[src/rtl/serial_word_tx_if.sv]
// rtl/serial_word_tx_if.sv - put-side handshake bundle for the serial word transmitter
interface serial_word_tx_if;
  logic [31:0] msg_put_pin;
  logic        EN_msg_put_pin;
  logic        RDY_msg_put_pin;

  modport master (
    output msg_put_pin,
    output EN_msg_put_pin,
    input  RDY_msg_put_pin
  );

  modport slave (
    input  msg_put_pin,
    input  EN_msg_put_pin,
    output RDY_msg_put_pin
  );
endinterface

[src/rtl/serial_word_tx.sv]
// rtl/serial_word_tx.sv - 32-bit word to 8N1 UART transmitter with 2-deep FIFO and CTS gating
module serial_word_tx #(
  parameter int CLKS_PER_BIT = 868,
  parameter bit USE_CTS      = 1'b1
) (
  input  logic               sys_clk_pin,
  input  logic               sys_rst_pin,
  serial_word_tx_if.slave    bus,
  output logic               uart_sout_pin,
  input  logic               uart_ctsN_pin,
  output logic               tx_busy_pin,
  output logic [15:0]        words_sent_pin
);

  localparam logic [15:0] BAUD_LAST = 16'(CLKS_PER_BIT - 1);

  typedef enum logic [1:0] {IDLE, START, DATA, STOP} state_t;

  state_t      state;
  logic [15:0] baud;
  logic [2:0]  bit_idx;
  logic [1:0]  byte_idx;
  logic [7:0]  shift;
  logic        sout;
  logic [15:0] words_sent;

  logic [31:0] mem [2];
  logic        rd_ptr;
  logic        wr_ptr;
  logic [1:0]  count;

  logic        cts_sync1;
  logic        cts_sync2;
  logic        cts_ok;

  logic        push;
  logic        pop;
  logic        baud_last;
  logic [31:0] head;
  logic [31:0] next_head;
  logic        next_avail;

  function automatic logic [7:0] get_byte(input logic [31:0] w, input logic [1:0] idx);
    return w[{idx, 3'b000} +: 8];
  endfunction

  assign bus.RDY_msg_put_pin = (count != 2'd2) && !sys_rst_pin;
  assign push       = bus.EN_msg_put_pin && bus.RDY_msg_put_pin;
  assign baud_last  = (baud == BAUD_LAST);
  assign pop        = (state == STOP) && baud_last && (byte_idx == 2'd3);
  assign head       = mem[rd_ptr];
  // The word following the head: already queued, or arriving on this very edge.
  assign next_head  = (count == 2'd2) ? mem[~rd_ptr] : bus.msg_put_pin;
  assign next_avail = (count == 2'd2) || push;
  assign cts_ok     = USE_CTS ? ~cts_sync2 : 1'b1;

  assign uart_sout_pin  = sout;
  assign tx_busy_pin    = (count != 2'd0) || (state != IDLE);
  assign words_sent_pin = words_sent;

  // Two-flop synchronizer for the asynchronous active-low clear-to-send.
  always_ff @(posedge sys_clk_pin) begin
    if (sys_rst_pin) begin
      cts_sync1 <= 1'b1;
      cts_sync2 <= 1'b1;
    end else begin
      cts_sync1 <= uart_ctsN_pin;
      cts_sync2 <= cts_sync1;
    end
  end

  // Two-entry FIFO; the head is released only after its last stop bit.
  always_ff @(posedge sys_clk_pin) begin
    if (sys_rst_pin) begin
      rd_ptr <= 1'b0;
      wr_ptr <= 1'b0;
      count  <= 2'd0;
    end else begin
      if (push) begin
        mem[wr_ptr] <= bus.msg_put_pin;
        wr_ptr      <= ~wr_ptr;
      end
      if (pop) begin
        rd_ptr <= ~rd_ptr;
      end
      case ({push, pop})
        2'b10:   count <= count + 2'd1;
        2'b01:   count <= count - 2'd1;
        default: count <= count;
      endcase
    end
  end

  // Framing FSM with registered serial output: start, 8 data LSB-first, stop per byte.
  always_ff @(posedge sys_clk_pin) begin
    if (sys_rst_pin) begin
      state      <= IDLE;
      baud       <= 16'd0;
      bit_idx    <= 3'd0;
      byte_idx   <= 2'd0;
      shift      <= 8'd0;
      sout       <= 1'b1;
      words_sent <= 16'd0;
    end else begin
      case (state)
        IDLE: begin
          baud <= 16'd0;
          if ((count != 2'd0) && cts_ok) begin
            shift <= get_byte(head, byte_idx);
            sout  <= 1'b0;
            state <= START;
          end else begin
            sout <= 1'b1;
          end
        end
        START: begin
          if (baud_last) begin
            baud    <= 16'd0;
            bit_idx <= 3'd0;
            sout    <= shift[0];
            state   <= DATA;
          end else begin
            baud <= baud + 16'd1;
          end
        end
        DATA: begin
          if (baud_last) begin
            baud <= 16'd0;
            if (bit_idx == 3'd7) begin
              sout  <= 1'b1;
              state <= STOP;
            end else begin
              shift   <= shift >> 1;
              sout    <= shift[1];
              bit_idx <= bit_idx + 3'd1;
            end
          end else begin
            baud <= baud + 16'd1;
          end
        end
        STOP: begin
          if (baud_last) begin
            baud <= 16'd0;
            if (byte_idx != 2'd3) begin
              byte_idx <= byte_idx + 2'd1;
              if (cts_ok) begin
                shift <= get_byte(head, byte_idx + 2'd1);
                sout  <= 1'b0;
                state <= START;
              end else begin
                state <= IDLE;
              end
            end else begin
              byte_idx   <= 2'd0;
              words_sent <= words_sent + 16'd1;
              if (next_avail && cts_ok) begin
                shift <= next_head[7:0];
                sout  <= 1'b0;
                state <= START;
              end else begin
                state <= IDLE;
              end
            end
          end else begin
            baud <= baud + 16'd1;
          end
        end
        default: begin
          state <= IDLE;
          sout  <= 1'b1;
        end
      endcase
    end
  end

endmodule

[src/flat_wrapper.sv]
// flat-port wrapper written by rule: the top's interface ports become plain ports
module serial_word_tx_flat 
#(
  parameter int CLKS_PER_BIT = 868,
  parameter bit USE_CTS      = 1'b1
)
  (sys_clk_pin, sys_rst_pin, uart_sout_pin, uart_ctsN_pin, tx_busy_pin, words_sent_pin, bus_msg_put_pin, bus_EN_msg_put_pin, bus_RDY_msg_put_pin);
  serial_word_tx_if bus_i ();
  input  logic sys_clk_pin;
  input  logic sys_rst_pin;
  output logic uart_sout_pin;
  input  logic uart_ctsN_pin;
  output logic tx_busy_pin;
  output logic [15:0] words_sent_pin;
  input wire logic [$bits(bus_i.msg_put_pin)-1:0] bus_msg_put_pin;
  input wire logic [$bits(bus_i.EN_msg_put_pin)-1:0] bus_EN_msg_put_pin;
  output wire logic [$bits(bus_i.RDY_msg_put_pin)-1:0] bus_RDY_msg_put_pin;
  assign bus_i.msg_put_pin = bus_msg_put_pin;
  assign bus_i.EN_msg_put_pin = bus_EN_msg_put_pin;
  assign bus_RDY_msg_put_pin = bus_i.RDY_msg_put_pin;
  serial_word_tx #(.CLKS_PER_BIT(CLKS_PER_BIT), .USE_CTS(USE_CTS)) u_core (.sys_clk_pin(sys_clk_pin), .sys_rst_pin(sys_rst_pin), .bus(bus_i), .uart_sout_pin(uart_sout_pin), .uart_ctsN_pin(uart_ctsN_pin), .tx_busy_pin(tx_busy_pin), .words_sent_pin(words_sent_pin));
endmodule
[config.mk]
export PLATFORM = sky130hd
export DESIGN_NAME = serial_word_tx_flat
export DESIGN_NICKNAME = d
export VERILOG_FILES = /design/src/rtl/serial_word_tx_if.sv /design/src/rtl/serial_word_tx.sv /design/src/flat_wrapper.sv
export SDC_FILE = /design/constraint.sdc
export NUM_CORES = 1
export LEC_CHECK = 0
export ABC_AREA = 1
export CORE_MARGIN = 3
export CORE_UTILIZATION = 58
export CTS_CLUSTER_DIAMETER = 30
export DETAILED_ROUTE_END_ITERATION = 8
export DONT_BUFFER_PORTS = 1
export PLACE_DENSITY = 0.76
export SYNTH_ARGS = -nofsm -noshare
export SYNTH_HDL_FRONTEND = slang
export SYNTH_SLANG_ARGS = --single-unit
[constraint.sdc]
create_clock -name sys_clk_pin -period 2.33 [get_ports sys_clk_pin]
set_clock_uncertainty 0.05 [all_clocks]
set_input_delay 0.233 -clock sys_clk_pin [delete_from_list [all_inputs] [get_ports sys_clk_pin]]
set_output_delay 0.233 -clock sys_clk_pin [all_outputs]
set_load 0.005 [all_outputs]
# Word-level counts from Yosys, hierarchy flattened
# Memory sizes are Yosys's and may differ from the RTL's. A register that Yosys moved wholly into a read port is not among the register bits.
# Index checks and enable logic that the tools add are counted.
# word_totals
regBits	54
latch_bits	0
ramBits	64
mem_bits_ro	0
output_inout_bits	19
wordCells	106
n_memories	1
# op_classes
add_sub_neg	6
multipliers	0
div	0
n_lt_le_gt_ge	0
n_eq_ne	19
shift	2
muxes	40
n_bitwise	4
n_reduce_logical	22
# memory_table
memory	words	word_bits	read_ports	rd_ports_with_merged_regs	wr	line_no	source
u_core.mem	2	32	2	1	1	serial_word_tx.sv:27	logic [31:0] mem [2];
# ops
op	count
$mux W8	8
$shiftx A32 B6 Y8	2
$add A16 B1 Y16 const B	2
$pmux W16 S2	1
$pmux W8 S3	1
$eq A16 B10 Y1 const B	1
$mux W16	1
$mux W1	15
$mux W2	7
$eq A2 B2 Y1 const B	5
$ne A2 B1 Y1 const B	5
$reduce_and A5 Y1	2
$mux W3	3
$pmux W2 S4	1
$reduce_bool A2 Y1	4
$reduce_and A7 Y1	1
$logic_and A1 B1 Y1	6
$ne A2 B2 Y1 const B	3
$ne A3 B3 Y1 const B	2
$pmux W3 S2	1
$add A2 B1 Y2 const B	2
$eq A2 B1 Y1 const B	2
$not A1 Y1	4
$pmux W1 S4	1
12 further kinds	13

# Longest topological paths before layout
# Gate-level depths: netlist of the first run.
# logic_depth
depth_word	9
ltp_mapped	13

# Worst setup path before layout of the first run
# No wires, ideal clock.
# synth_timing
kind	register -> register
startpoint	register u_core.count[0]
endpoint	memory u_core.mem[0][0], enable pin
arrival_ns	2.010
required_ns	1.859
setup_slack_ns	-0.151
path_stages_with_launch	5
n_path_buf	0
period_less_slack_ns	2.481
cell_sequence	dfxtp_1 -> inv_2 -> nand2_4 -> nand3_4 -> nor2_1
# synth_between
elab_chain_len	6
# synth_rtl
element	line_no	source
start, declared	serial_word_tx.sv:30	logic [1:0] count;
start signal, assigned	serial_word_tx.sv:87	2'b10: count <= count + 2'd1;
start signal, assigned	serial_word_tx.sv:88	2'b01: count <= count - 2'd1;
start signal, assigned	serial_word_tx.sv:89	default: count <= count;
$ne A2 B2 Y1	serial_word_tx.sv:47	assign bus.RDY_msg_put_pin = (count != 2'd2) && !sys_rst_pin;
$logic_and A1 B1 Y1	serial_word_tx.sv:47	
$logic_and A1 B1 Y1	serial_word_tx.sv:48	assign push = bus.EN_msg_put_pin && bus.RDY_msg_put_pin;
$mux W1	serial_word_tx.sv:79	if (push) begin
$mux W1	serial_word_tx.sv:74	if (sys_rst_pin) begin
$mux W1 (implied by the code)	serial_word_tx.sv:80	mem[wr_ptr] <= bus.msg_put_pin;
end, declared	serial_word_tx.sv:27	
# No other way between the ends.

# Worst setup path after layout of the first run
# layout_timing
startpoint	register u_core.baud[0]
endpoint	register u_core.count[1]
# layout_between
elab_chain_len	5
elab_cells_between_ends	7
# layout_rtl
element	line_no	source
start, declared	serial_word_tx.sv:20	logic [15:0] baud;
start signal, assigned	serial_word_tx.sv:123	baud <= baud + 16'd1;
start signal, assigned	serial_word_tx.sv:138	baud <= baud + 16'd1;
start signal, assigned	serial_word_tx.sv:165	baud <= baud + 16'd1;
$eq A16 B10 Y1 (*)	serial_word_tx.sv:49	assign baud_last = (baud == BAUD_LAST);
$logic_and A1 B1 Y1 (*) (2 in series)	serial_word_tx.sv:50	assign pop = (state == STOP) && baud_last && (byte_idx == 2'd3);
via u_core.pop	serial_word_tx.sv:37	logic pop;
$eq A2 B1 Y1 / $eq A2 B2 Y1 (equally long branches)	serial_word_tx.sv:86	case ({push, pop})
$pmux W2 S2 / $reduce_bool A2 Y1 (equally long branches)	--	
# Mark *: on every way through the listed nets, which the timed path passes. The rest lies on a longest branch.
# A chain may end at the register's enable or synchronous reset.

==> run_results.csv, run 1 <==
group,metric,value,unit
status,status,"finished clean",
floorplanning,initial_core_util,61.1,%
clock_tree,clockRootBuffer,"clkbuf_8",
clock_tree,cts_tree,"yes",
critical_path,cp-start-kind,"flop",
placed_design,dp_cells,892,
placed_design,dp_hpwl,9.18,mm
cells_and_area,final_core_util,71.3,%
critical_path,critPathRequiredTime,2700,ps
placed_design,io_buffers,0,
power,p_per_area,770,nW/um^2
flow_run,cap_violations,0,
clock_tree,cts.sinks,119,
timing,slew_headroom,33.3,%
global_routing,grt_antenna_before_repair,0,
detailed_routing,wl_per_cell,15.1,um
cells_and_area,fin_cells,959,
synthesis,synth_cells,775,
synthesis,syn_nets,822,
detailed_routing,drt-total-wl,14.4,mm
clock_tree,post_cts_buffers,0,
floorplanning,core_area,10000,um^2
global_routing,grt_overflow,0,
detailed_routing,route.detailed.drc,0,
global_routing,grt.total_usage,25.8,%
synthesis,synth.avg_cell_area,7.92,um^2
timing,min_period,2060,ps
clock_tree,cts_inserted_buffers,17,
cells_and_area,syn2layout_area_growth,16.7,%
critical_path,arrival,2430,ps
critical_path,cp-end-kind,"flop",
synthesis,ys_ff_latch,119,
floorplanning,fp-row-count,36,
detailed_routing,ant_nets,0,
hold_path,min_path_type,"in2reg",
floorplanning,die_w,109,um
cells_and_area,n_antenna_cell,0,
clock_tree,cts_buffer_depth,2,
global_routing,grt_pass1_wl,23.8,mm
cells_and_area,final_cell_mix,"nand2_1 (242), nand3_1 (113), edfxtp_1 (64)",
synthesis,synth_seq_area_share,49.3,%
hold_path,hold_depth,6,
detailed_routing,vias_per_cell,5.56,
cells_and_area,final_cell_area,7160,um^2
critical_path,cp_max_fo,3,
clock_tree,insertion_delay,530,ps
cells_and_area,nets,860,
cells_and_area,mostFrequentLayoutCell,"nand2_1",
timing,tightest_slew,997,ps
global_routing,grt_pass1_vias,5137,
timing,finalSetupViolCount,0,
detailed_routing,drt_iter0_drc,452,
placed_design,gp_congestion,0.865,
global_routing,grt_max_degree,36,
placed_design,placed_cell_area,6260,um^2
critical_path,reg2regPathDepth,12,
synthesis,synthesis.area,6140,um^2
clock_tree,htreeDepth,4,
critical_path,path_class,"reg2reg",
timing,max_freq,0.485,GHz
synthesis,synthDistinctLibCells,37,
timing,slew_viol_final,0,
floorplanning,ios,55,
floorplanning,fp.dieH,109,um
clock_tree,clk_pin_slew,60,ps
synthesis,ys_warn_count,0,
timing,holdWs,28.4,ps
power,power.leakage,0.00276,uW
timing,hold_violations,0,
power,peakVddDrop,0.804,mV
cells_and_area,layout-drive-gt1-share,9.20,%
detailed_routing,dr.pass1.iters,7,
detailed_routing,via_count,5333,
timing,min_period_over_period,88.5,%
floorplanning,die-area,11800,um^2
## sequential cells by signal, indices dropped and copies added (netlist names), named ones only
signal / count
u_core.baud: 16
u_core.bit_idx: 3
u_core.byte_idx: 2
u_core.count: 2
u_core.cts_sync1: 1
u_core.cts_sync2: 1
u_core.mem: 64
u_core.rd_ptr: 1
u_core.shift: 8
u_core.state: 2
u_core.uart_sout_pin: 1
u_core.words_sent_pin: 16
u_core.wr_ptr: 1
## cells in the mapped netlist
master | count | area share (%)
a21boi_0 | 7 | 0.86
a21oi_1 | 43 | 3.5
a21oi_2 | 4 | 0.57
buf_2 | 16 | 1.3
buf_4 | 1 | 0.12
buf_6 | 1 | 0.18
clkbuf_1 | 10 | 0.61
clkinv_1 | 1 | 0.061
dfxtp_1 | 55 | 18
edfxtp_1 | 64 | 31
ha_1 | 11 | 2.2
inv_1 | 59 | 3.6
inv_2 | 8 | 0.49
nand2_1 | 242 | 15
nand2_2 | 4 | 0.41
nand2_4 | 1 | 0.18
nand3_1 | 113 | 9.2
nand3_4 | 2 | 0.57
nand3b_1 | 1 | 0.12
nand4_1 | 6 | 0.61
nor2_1 | 55 | 3.4
nor2_2 | 3 | 0.31
nor2_4 | 1 | 0.18
nor2_8 | 1 | 0.33
nor3_1 | 13 | 1.1
nor3_2 | 2 | 0.33
nor3_4 | 1 | 0.27
nor3b_1 | 1 | 0.12
nor4_1 | 2 | 0.20
o2111ai_1 | 2 | 0.29
o211ai_1 | 3 | 0.37
o21a_1 | 1 | 0.12
o21ai_0 | 22 | 1.8
o21ai_1 | 1 | 0.081
or2_2 | 3 | 0.31
xnor2_1 | 2 | 0.29
xor2_1 | 13 | 1.9
## cell type report
cell class	count	area (um^2)
Sequential cell	119	3020
Fill cell	772	2880
Multi-Input combinational cell	560	2730
Timing Repair Buffer	47	440
Clock buffer	17	414
Inverter	68	255
Tap cell	133	166
Clock inverter	15	130
## where the power goes
| part | internal (uW) | switching, uW |
|---|---|---|
| sequential | 2350 | 77.3 |
| clock | 1410 | 979 |
| combinational | 262 | 440 |
## cell families (layout without fill, tap and decap cells)
logic type	count (synthesis)	count (layout)	share of synthesized area, %
flip-flops	119	119	49.3
adder cells (fa/ha/maj)	11	11	2.24
AO/OA/AOI/OAI	83	83	7.59
buffers and inverters	96	147	6.38
XOR/XNOR	15	15	2.14
AND/OR/NAND/NOR	451	451	32.4
## metal layers
metal / up-vias / global-route usage [%] / routed length [um]
met1: 2465 / 30.9 / 6140
met4: 0 / 8.66 / 163
met5: - / 0 / 0
met2: 197 / 44.7 / 7230
li1: 2653 / - / -
met3: 18 / 7.16 / 902
## final timing paths
check                      from          endpoint  slack (ps)
max reg2reg      u_core.baud[0]   u_core.count[1]         270
max              u_core.baud[0]   u_core.count[1]         270
min reg2reg    u_core.cts_sync1  u_core.cts_sync2         370
min          bus_msg_put_pin[6]   u_core.shift[6]          30
## worst max-delay path, cell delays in order (launching register included)
cell	delay (ps)
dfxtp_1	350
ha_2	190
inv_1	50
nor2_1	110
inv_1	90
nor3_2	190
nand4_1	110
nor2_1	110
ha_1	260
a21oi_1	120
o21ai_0	120
o21ai_1	140
a21oi_1	50
## what timing repair did
action                                  CTS  global route
endpoints found under the hold margin   109             0
endpoints found under the setup margin    0             1
gates resized for setup                   0             3
hold buffers                             35             0
## per-stage QoR
stage / TNS, ps / worst slack (ps) / total power (uW)
6_report: 0 / 268 / 5520
5_1_grt: -15.9 / -15.9 / 5770
4_1_cts: 0 / 266 / 5530
3_5_place_dp: 0 / 288 / 3100
3_3_place_gp: 0 / 364 / 3060
2_1_floorplan: -9660 / -151 / 2990
Note: power is estimated with default switching activity, not from simulation.
==> inputs of run 2 (changes only) <==
GPL_TIMING_DRIVEN = 0   (was default)
SETUP_SLACK_MARGIN = 0.1   (was default)
==> run_results.csv, run 2 (same netlist as run 1, synthesis figures left out) <==
group,metric,value,unit
status,status,"finished clean",
critical_path,slowest_stage,"clkbuf_1",
detailed_routing,drt-total-wl,15.3,mm
cells_and_area,top_register,"u_core.mem",
clock_tree,htreeDepth,4,
floorplanning,fp.dieH,109,um
hold_path,min_path_type,"in2reg",
global_routing,grt_pass1_vias,5502,
floorplanning,initial_core_util,61.1,%
floorplanning,ios,55,
detailed_routing,ant_nets,0,
timing,slew_headroom,36.3,%
global_routing,grt.total_usage,28.1,%
global_routing,grt_antenna_before_repair,0,
placed_design,io_buffers,0,
critical_path,rrSetupSlack,240,ps
timing,hold_violations,0,
critical_path,cp_max_fo,10,
critical_path,path_class,"reg2reg",
timing,tightest_slew,953,ps
clock_tree,cts_inserted_buffers,17,
clock_tree,post_cts_buffers,0,
power,power.leakage,0.00283,uW
timing,finalSetupViolCount,0,
cells_and_area,layout-drive-gt1-share,10.1,%
clock_tree,cts_tree,"yes",
floorplanning,fp-row-count,36,
cells_and_area,mostFrequentLayoutCell,"nand2_1",
detailed_routing,dr.pass1.iters,5,
floorplanning,core_area,10000,um^2
timing,grt_setup_unrepaired,"no",
cells_and_area,n_antenna_cell,0,
detailed_routing,route.detailed.drc,0,
global_routing,grt_pass1_wl,25.6,mm
critical_path,critPathRequiredTime,2720,ps
detailed_routing,drt_iter0_drc,525,
timing,min_period,2090,ps
flow_run,cap_violations,0,
cells_and_area,largest_reg_flops,64,
timing,min_period_over_period,89.7,%
clock_tree,cts.sinks,119,
detailed_routing,vias_per_cell,5.67,
clock_tree,clockRootBuffer,"clkbuf_8",
critical_path,path_common_cell,"nand2_1",
power,p_per_area,810,nW/um^2
detailed_routing,wl_per_cell,15.7,um
cells_and_area,syn2layout_area_growth,19.4,%
placed_design,dp_hpwl,10.1,mm
global_routing,grt_max_degree,33,
timing,slew_viol_final,0,
placed_design,gp_congestion,0.939,
clock_tree,insertion_delay,540,ps
floorplanning,die-area,11800,um^2
cells_and_area,final_core_util,72.9,%
cells_and_area,final_cell_mix,"nand2_1 (242), nand3_1 (113), edfxtp_1 (64)",
timing,max_freq,0.478,GHz
clock_tree,cts_buffer_depth,2,
clock_tree,clk_pin_slew,60,ps
critical_path,cp-start-kind,"flop",
detailed_routing,via_count,5535,
critical_path,cp-end-kind,"flop",
critical_path,slowest_delay,460,ps
critical_path,cp_cell_sequence,"ha_1 > clkbuf_1 > inv_1 > nand3_1 > nand2_1 > nand2_1 > nand2_1 > nand2_1 > nand2_1 > nand2_1 > inv_1",
cells_and_area,fillers,766,
floorplanning,die_w,109,um
critical_path,arrival,2480,ps
power,peakVddDrop,0.702,mV
cells_and_area,nets,877,
global_routing,grt_overflow,0,
power,finalPower,5930,uW
-- run 2: report_power, final --
group	total (uW)	switching [uW]	internal, uW
Sequential	2430	73.3	2350
Clock	2770	937	1830
Combinational	736	451	286
-- run 2: metrics by stage --
| stage | TNS (ps) | setup slack, ps | std cells | cell area (um^2) | hold WS [ps] |
|---|---|---|---|---|---|
| 2_1_floorplan | -9660 | -151 | 775 | 6140 | 282 |
| 3_3_place_gp | -61630 | -1010 | 908 | 6300 | 282 |
| 3_5_place_dp | 0 | 56.1 | 909 | 6340 | 282 |
| 4_1_cts | 0 | 207 | 976 | 7310 | 0.379 |
| 5_1_grt | 0 | 111 | 976 | 7330 | 47.5 |
| 6_report | 0 | 240 | 976 | 7330 | 13.7 |
-- run 2: cell type report --
type / instances / area [um^2] / share of cell area, %
inverters: 68 / 255 / 3.48
flip-flops and latches: 119 / 3030 / 41.3
repair buffers: 36 / 370 / 5.06
plain buffers: 28 / 140 / 1.91
clock buffers: 18 / 418 / 5.70
well taps: 133 / 166 / 2.27
clock inverters: 14 / 206 / 2.82
multi-input cells: 560 / 2740 / 37.5
-- run 2: path summary, 6_finish.rpt --
kind,from,end,cells past startpoint
worst max-delay path,u_core.byte_idx[0],u_core.shift[7],11
worst min-delay path,bus_msg_put_pin[4],u_core.shift[4],6
worst max register to register,u_core.byte_idx[0],u_core.shift[7],11
worst min register to register,u_core.cts_sync1,u_core.cts_sync2,1
-- run 2: per-layer routing --
metal | share of wire (%) | up-vias | routed length [um] | GRT usage, %
li1 | - | 2691 | - | -
met2 | 49 | 255 | 7430 | 47.0
met4 | 2.9 | 0 | 444 | 13.4
met3 | 7.8 | 52 | 1190 | 7.52
met5 | 0 | - | 0 | 0
met1 | 41 | 2537 | 6240 | 33.5
-- run 2: worst max-delay path, delay by kind of cell, from the launching register on --
family                     cells  cell delay [ps]
buffers and inverters          3              830
adders and majority gates      1              270
and+or+nand+nor                7              530
DFF                            1              320
-- run 2: timing repair --
item	CTS	global route
hold endpoints to repair	82	0
resized for setup	1	9
pin swaps	0	1
endpoints found under the setup margin	1	1
hold buffers	35	0
gates cloned	0	0
==> inputs of run 3 (changes only) <==
CORE_UTILIZATION = 60   (was 58)
clock period = 2.5 ns   (was 2.33 ns; I/O delays follow)
==> run_results.csv, run 3 (same netlist as run 1, synthesis figures left out) <==
group,metric,value,unit
detailed_routing,ant_nets,0,
hold_path,hold_end,"u_core.shift[5]",
critical_path,critPathRequiredTime,2880,ps
cells_and_area,final_core_util,73.9,%
cells_and_area,n_antenna_cell,0,
timing,slew_headroom,35.6,%
critical_path,arrival,2580,ps
floorplanning,core_area,9860,um^2
detailed_routing,wl_per_cell,16.0,um
floorplanning,fp.dieH,107,um
critical_path,r2r_start,"u_core.baud[0]",
power,p_per_area,739,nW/um^2
global_routing,grt_overflow,0,
clock_tree,clk_pin_slew,60,ps
critical_path,cp-start-kind,"flop",
global_routing,grt.total_usage,28.5,%
timing,slew_viol_final,0,
critical_path,path_class,"reg2reg",
global_routing,grt_max_degree,33,
critical_path,reg2regPathDepth,12,
hold_path,hold_start,"bus_msg_put_pin[5]",
hold_path,hold_depth,6,
critical_path,crit_family,"simple AND/OR/NAND/NOR gates",
floorplanning,die-area,11500,um^2
detailed_routing,vias_per_cell,5.64,
cells_and_area,syn2layout_area_growth,18.8,%
detailed_routing,via_count,5504,
critical_path,slowest_stage,"dfxtp_1",
detailed_routing,drt-total-wl,15.7,mm
timing,max_freq,0.453,GHz
detailed_routing,route.detailed.drc,0,
placed_design,dp_hpwl,10.2,mm
clock_tree,cts_tree,"yes",
critical_path,rr_endpoint,"u_core.count[1]",
placed_design,gp_congestion,0.948,
timing,hold_violations,0,
timing,min_period_over_period,88.3,%
global_routing,grt_pass1_wl,25.4,mm
clock_tree,htreeDepth,4,
clock_tree,clockRootBuffer,"clkbuf_8",
timing,min_period,2210,ps
detailed_routing,drt_iter0_drc,611,
clock_tree,post_cts_buffers,0,
placed_design,detailedPlace.worstSlack,180,ps
floorplanning,fp-row-count,36,
power,finalPower,5390,uW
global_routing,grt_antenna_before_repair,0,
power,peakVddDrop,0.720,mV
cells_and_area,layout-drive-gt1-share,9.96,%
flow_run,cap_violations,0,
clock_tree,insertion_delay,540,ps
timing,finalSetupViolCount,0,
global_routing,grt_pass1_vias,5435,
detailed_routing,dr.pass1.iters,6,
cells_and_area,mostFrequentLayoutCell,"nand2_1",
cells_and_area,final_cell_mix,"nand2_1 (242), nand3_1 (113), edfxtp_1 (64)",
floorplanning,die_w,107,um
critical_path,rrSetupSlack,290,ps
cells_and_area,top_register,"u_core.mem",
placed_design,placed_cell_area,6340,um^2
critical_path,cp-end-kind,"flop",
hold_path,min_path_type,"in2reg",
placed_design,io_buffers,0,
critical_path,cp_cell_sequence,"ha_1 > inv_1 > nor2_1 > inv_1 > nor3_1 > nand4_1 > nor2_1 > ha_1 > a21oi_1 > o21ai_0 > o21ai_0 > a21oi_1",
timing,tightest_slew,963,ps
timing,grt_setup_unrepaired,"no",
floorplanning,ios,55,
floorplanning,initial_core_util,62.2,%
critical_path,cp_max_fo,3,
timing,layout_setup_ws,293,ps
critical_path,crit_buf_inv,2,
critical_path,slowest_delay,360,ps
cells_and_area,nets,877,
clock_tree,cts_inserted_buffers,17,
cells_and_area,largest_reg_flops,64,
clock_tree,cts.sinks,119,
status,status,"finished clean",
power,power.leakage,0.00283,uW
cells_and_area,final_cell_area,7290,um^2
clock_tree,cts_buffer_depth,2,
timing,holdWs,32.2,ps
[run 3: cell count changes in the layout (fill, tap and decap cells not counted), sizes merged]
| cell | previous run | this run |
|---|---|---|
| buf | 20 | 19 |
| clkinv | 6 | 7 |
| bufinv | 5 | 3 |
| inv | 67 | 69 |
[run 3: cell type report]
cell class / count / area (um^2)
multi-input combinational: 560 / 2740
clock buffer: 17 / 414
inverter: 68 / 255
buffer: 28 / 138
sequential: 119 / 3020
tap: 133 / 166
timing repair buffer: 36 / 378
fill: 756 / 2570
clock inverter: 15 / 179
[run 3: how the worst max path moves through the flow]
stage	startpoint	endpoint	cells after the start	slack, ps
final	u_core.baud[0]	u_core.count[1]	12	290
after floorplan	u_core.count[0]	u_core.mem[0][0]	4	20
after global routing	u_core.state[1]	u_core.count[1]	10	140
after CTS	u_core.state[0]	u_core.count[1]	10	110
after global placement	u_core.count[0]	u_core.mem[1][0]	4	-790
after detailed placement	u_core.state[1]	u_core.count[1]	10	180
[run 3: timing repair]
item	in CTS	in global routing
hold endpoints to repair	81	0
setup endpoints to repair	0	1
resized for setup	0	2
hold buffers	35	0
[run 3: per-stage QoR]
| stage | cells | setup TNS (ps) |
|---|---|---|
| final | 976 | 0 |
| after global routing | 976 | 0 |
| after CTS | 976 | 0 |
| after detailed placement | 909 | 0 |
| after global placement | 908 | -48490 |
| after floorplan | 775 | 0 |
[run 3: layer usage]
layer / track usage [%] / share of wire [%]
met5: 0 / 0
met4: 12.1 / 2.1
met3: 8.43 / 7.0
met2: 49.2 / 51
met1: 32.8 / 40
[run 3: worst register-to-register path, delay by kind of cell, from the launching register on]
family / cells / cell delay (ps)
simple gates: 4 / 620
flops: 1 / 360
fa+ha+maj: 2 / 470
buf+inv: 2 / 150
compound gates: 4 / 460
[run 3: power breakdown]
group / switching, uW / internal (uW)
logic: 423 / 266
registers: 67.2 / 2190
clock network: 923 / 1520
